**src/rtl/minterm_sweep_capture.sv**
```systemverilog
// ============================================================================
//  Module   : minterm_sweep_capture
//  Purpose  : Sweeps a 3-input decoder through minterms 0..7, captures f1/f2/f3
//             truth tables and compares them against expected constants.
//  Revision : 1.0  initial release
// ============================================================================
`default_nettype none

module minterm_sweep_capture #(
    parameter int         SETTLE_CYCLES = 1,
    parameter logic [7:0] EXP_F1        = 8'h94,
    parameter logic [7:0] EXP_F2        = 8'h09,
    parameter logic [7:0] EXP_F3        = 8'h9D
) (
    input  logic       clk,
    input  logic       rst,
    input  logic       start,
    output logic       a,
    output logic       b,
    output logic       c,
    input  logic       f1,
    input  logic       f2,
    input  logic       f3,
    output logic       busy,
    output logic       done,
    output logic [7:0] tt_f1,
    output logic [7:0] tt_f2,
    output logic [7:0] tt_f3,
    output logic       match,
    output logic [2:0] err_idx
);

    localparam logic [1:0] S_IDLE   = 2'd0;
    localparam logic [1:0] S_SETTLE = 2'd1;
    localparam logic [1:0] S_SAMPLE = 2'd2;
    localparam logic [1:0] S_DONE   = 2'd3;

    localparam logic [3:0] C_SETTLE_LOAD = 4'(SETTLE_CYCLES);

    logic [1:0] r_state;
    logic [2:0] r_idx;
    logic [3:0] r_cnt;
    logic       r_err;
    logic [2:0] r_abc;
    logic [7:0] r_tt_f1;
    logic [7:0] r_tt_f2;
    logic [7:0] r_tt_f3;
    logic       r_match;
    logic [2:0] r_err_idx;
    logic       r_done;
    logic       r_busy;

    logic       w_mismatch;
    logic       w_err_any;

    assign w_mismatch = ({f1, f2, f3} != {EXP_F1[r_idx], EXP_F2[r_idx], EXP_F3[r_idx]});
    // Includes the minterm being sampled now, so match is valid in the DONE cycle.
    assign w_err_any  = r_err | w_mismatch;

    always_ff @(posedge clk) begin
        if (rst) begin
            r_state   <= S_IDLE;
            r_idx     <= 3'd0;
            r_cnt     <= 4'd0;
            r_err     <= 1'b0;
            r_abc     <= 3'd0;
            r_tt_f1   <= 8'h00;
            r_tt_f2   <= 8'h00;
            r_tt_f3   <= 8'h00;
            r_match   <= 1'b0;
            r_err_idx <= 3'd0;
            r_done    <= 1'b0;
            r_busy    <= 1'b0;
        end else begin
            case (r_state)
                S_IDLE: begin
                    r_done <= 1'b0;
                    if (start) begin
                        r_tt_f1 <= 8'h00;
                        r_tt_f2 <= 8'h00;
                        r_tt_f3 <= 8'h00;
                        r_idx   <= 3'd0;
                        r_err   <= 1'b0;
                        r_cnt   <= C_SETTLE_LOAD;
                        r_abc   <= 3'd0;
                        r_busy  <= 1'b1;
                        r_state <= S_SETTLE;
                    end
                end
                S_SETTLE: begin
                    if (r_cnt <= 4'd1) begin
                        r_state <= S_SAMPLE;
                    end else begin
                        r_cnt <= r_cnt - 4'd1;
                    end
                end
                S_SAMPLE: begin
                    r_tt_f1[r_idx] <= f1;
                    r_tt_f2[r_idx] <= f2;
                    r_tt_f3[r_idx] <= f3;
                    if (w_mismatch && !r_err) begin
                        r_err     <= 1'b1;
                        r_err_idx <= r_idx;
                    end
                    if (r_idx == 3'd7) begin
                        r_done  <= 1'b1;
                        r_match <= ~w_err_any;
                        if (!w_err_any) begin
                            r_err_idx <= 3'd0;
                        end
                        r_state <= S_DONE;
                    end else begin
                        r_idx   <= r_idx + 3'd1;
                        r_abc   <= r_idx + 3'd1;
                        r_cnt   <= C_SETTLE_LOAD;
                        r_state <= S_SETTLE;
                    end
                end
                default: begin
                    r_done  <= 1'b0;
                    r_busy  <= 1'b0;
                    r_abc   <= 3'd0;
                    r_state <= S_IDLE;
                end
            endcase
        end
    end

    assign {a, b, c} = r_abc;
    assign busy      = r_busy;
    assign done      = r_done;
    assign tt_f1     = r_tt_f1;
    assign tt_f2     = r_tt_f2;
    assign tt_f3     = r_tt_f3;
    assign match     = r_match;
    assign err_idx   = r_err_idx;

endmodule

`default_nettype wire
```
**config.mk**
```make
export PLATFORM = sky130hd
export DESIGN_NAME = minterm_sweep_capture
export DESIGN_NICKNAME = d
export VERILOG_FILES = /design/src/rtl/minterm_sweep_capture.sv
export SDC_FILE = /design/constraint.sdc
export NUM_CORES = 1
export LEC_CHECK = 0
export CAP_MARGIN = 20
export CORE_ASPECT_RATIO = 0.8
export CORE_MARGIN = 2
export CORE_UTILIZATION = 46
export DETAILED_ROUTE_END_ITERATION = 10
export GPL_TIMING_DRIVEN = 0
export PLACE_DENSITY = 0.73
export SLEW_MARGIN = 15
export SYNTH_ARGS = -nofsm -noshare
export SYNTH_HDL_FRONTEND = slang
export SYNTH_SLANG_ARGS = --single-unit
```
**constraint.sdc**
```tcl
create_clock -name clk -period 2.15 [get_ports clk]
set_input_delay 0.3225 -clock clk [delete_from_list [all_inputs] [get_ports clk]]
set_output_delay 0.3225 -clock clk [all_outputs]
set_load 0.03 [all_outputs]
```
==> run_results.csv <==
group,metric,value,unit
floorplanning,die_h,64.4,µm
synth,synth_nets,244,
final_layout,fillers,349,
worst_setup_path,critical_path_class,"flop to flop",
route,via_per_inst,5.49,
synth,synth_area_leader_cell,"dfxtp_1",
synth,synth_area,2100,µm²
global_route,antenna_found_initial,0,
final_layout,area_growth,34.0,%
route,drc_errors,0,
synth,synth-seq-cells,46,
worst_setup_path,cp.arrival,2.34,ns
clocking,cts_tree,"yes",
clocking,cts-root-buf,"clkbuf_8",
run,max_cap_viol_count,0,
global_route,overflow,0,
floorplanning,io_pins,39,
synth,synth.distinct_cells,43,
clocking,clockBufferDepth,2,
timing,layout_setup_ws,-0.00283,ns
final_layout,nets,301,
placement,globalplace.congestion,0.806,
route,routed_wl,5.04,mm
clocking,numClockSinks,46,
final_layout,layout_common_cells,"43 x dfxtp_1, 37 x clkdlybuf4s50_1, 36 x nor2_1, 24 x a22oi_1, 12 x buf_4",
final_layout,diodes,0,
power_and_ir_drop,power_leakage,1.07,nW
synth,yosys-top-cells-area,"dfxtp_1 44%, a22oi_1 8.6%, ha_1 6.6%",
worst_setup_path,crit_fanout,6,
timing,drv_slew,0,
timing,slew_headroom,53.5,%
timing,finalSetupViolCount,1,
final_layout,layout_commonest_cell,"dfxtp_1",
floorplanning,rows,21,
route,drtIter0Drc,154,
status,status,"finished with violations",
floorplanning,core_area,4280,µm²
route,detail-route-antenna-nets,0,
timing,tns,-0.00283,ns
floorplanning,die_x,79.6,µm
status,failed_checks,"negative setup slack",
power_and_ir_drop,peakVddDrop,520,µV
placement,port_buffers,38,
final_layout,drive_gt1_share,14.7,%
timing,clock-skew-final,0.00469,ns
route,via_count,1876,
synth,yosys.area.top_type_share,43.8,%
global_route,grt_pass1_vias,1769,
worst_setup_path,end_kind,"flop",
worst_setup_path,cp-start-kind,"flop",
worst_hold_path,hold_path_class,"input pin to flop",
clocking,htreeDepth,2,
final_layout,register_area,930,µm²
global_route,grt_use_total,21.0,%
clocking,clock_latency,0.29,ns
synth,async_flop_share,0,%
timing,post-route-period-util,100,%
clocking,cts.clk_slew.worst_paths,0.08,ns
synth,yosys_warnings,0,
clocking,cts_hold_buf,0,
global_route,grt_max_degree,14,
timing,final-hold-violation-count,0,
timing,clock.fmax,465,MHz
global_route,grt_pass1_wl,8.48,mm
floorplanning,die_area,5130,µm²
final_layout,multi_input_area,1140,µm²
synth,synth-edff-count,0,
synth,synthFlopType,"dfxtp_1",
synth,seq_area_frac_synth,43.8,%
worst_setup_path,cp.required,2.33,ns
placement,dp_hpwl,3.40,mm
timing,rsz0062_at_grt,"yes",
synth,syn_inst,227,
route,first_pass_iters,4,
clocking,cts_made_buffers,5,
floorplanning,initial_utilization,49.1,%
route,wl_per_cell,14.7,µm
power_and_ir_drop,p_per_area,922,nW/µm²
synth,avgSynthCellArea,9.25,µm²
power_and_ir_drop,power,2.60,mW
timing,post-route-min-period,2.15,ns
timing,tightestPinTransition,0.678,ns
[flip-flops by register name, indices dropped and copies added, names as in the netlist, named ones only]
name,flops
tt_f2,8
done,1
busy,1
r_state,2
r_abc,3
err_idx,3
r_idx,3
r_err,1
tt_f3,8
r_cnt,4
match,1
tt_f1,8
[power by group]
group / switching, mW / internal (mW)
Sequential: 0.0584 / 0.926
Clock: 0.273 / 0.348
Combinational: 0.547 / 0.443
[layout make-up]
type / instances / area share, %
well taps: 57 / 2.53
clock buffers: 7 / 2.71
repair buffers: 50 / 16.8
flip-flops and latches: 46 / 33.0
plain buffers: 11 / 1.56
multi-input cells: 157 / 40.5
inverters: 13 / 1.82
clock inverters: 1 / 1.07
[cell usage after synthesis (all sizes together), types with 4 or more instances]
master and n:
a21oi 11, a22oi 24, and3 4, clkbuf 11
dfxtp 46, ha 11, inv 13, mux2i 7
nand2b 5, nor2 37, nor3 5, o21bai 8
[logic make-up (layout without fill, tap and decap cells)]
kind of cell | Yosys count | in the layout | synth area share [%]
multiplexers | 8 | 8 | 4.23
adder cells (fa/ha/maj) | 11 | 11 | 6.55
buffers and inverters | 24 | 82 | 4.35
AND/OR/NAND/NOR | 76 | 76 | 20.1
XOR/XNOR | 3 | 3 | 1.25
flip-flops | 46 | 46 | 43.8
AO/OA/AOI/OAI | 59 | 59 | 19.7
[metrics by stage]
step	utilization, %	setup slack [ns]	instances	hold slack, ns	area, µm²
5_1_grt	65.7	-0.0947	342	0.501	2820
2_1_floorplan	-	0.0444	227	0.458	2100
4_1_cts	64.3	0.0107	335	0.490	2750
6_report	65.7	-0.00283	342	0.446	2820
3_3_place_gp	59.7	-0.366	322	0.473	2550
3_5_place_dp	59.7	-0.384	322	0.474	2550
[per-layer routing]
metal | track usage (%) | wire length (µm)
met1 | 31.5 | 2570
met2 | 30.1 | 2130
met3 | 4.74 | 299
met4 | 6.03 | 34
met5 | 0 | 0
[path summary, 6_finish.rpt]
| path | start | to | slack (ns) | depth (start not counted) |
|---|---|---|---|---|
| max | r_state[0] | flop | -0.003 | 8 |
| min | start | busy | 0.45 | 3 |
| max reg2reg | r_state[0] | flop | -0.003 | 8 |
| min reg2reg | err_idx[2] | err_idx[2] | 0.48 | 2 |
[critical path, stage by stage, from the launching register on]
cell     delay (ns)
dfxtp_4        0.38
inv_4          0.05
ha_4           0.18
and2b_2        0.22
nor3_4         0.27
mux2i_2        0.30
nor2_1         0.07
ha_1           0.32
mux2_4         0.26
[timing repair]
action	4_1_cts	5_1_grt
endpoints found under the hold margin	0	0
pin swaps	3	4
gates resized for setup	15	7
buffers inserted	5	7
setup endpoints to repair	3	3
No activity file was read; power rests on OpenSTA's default activity.
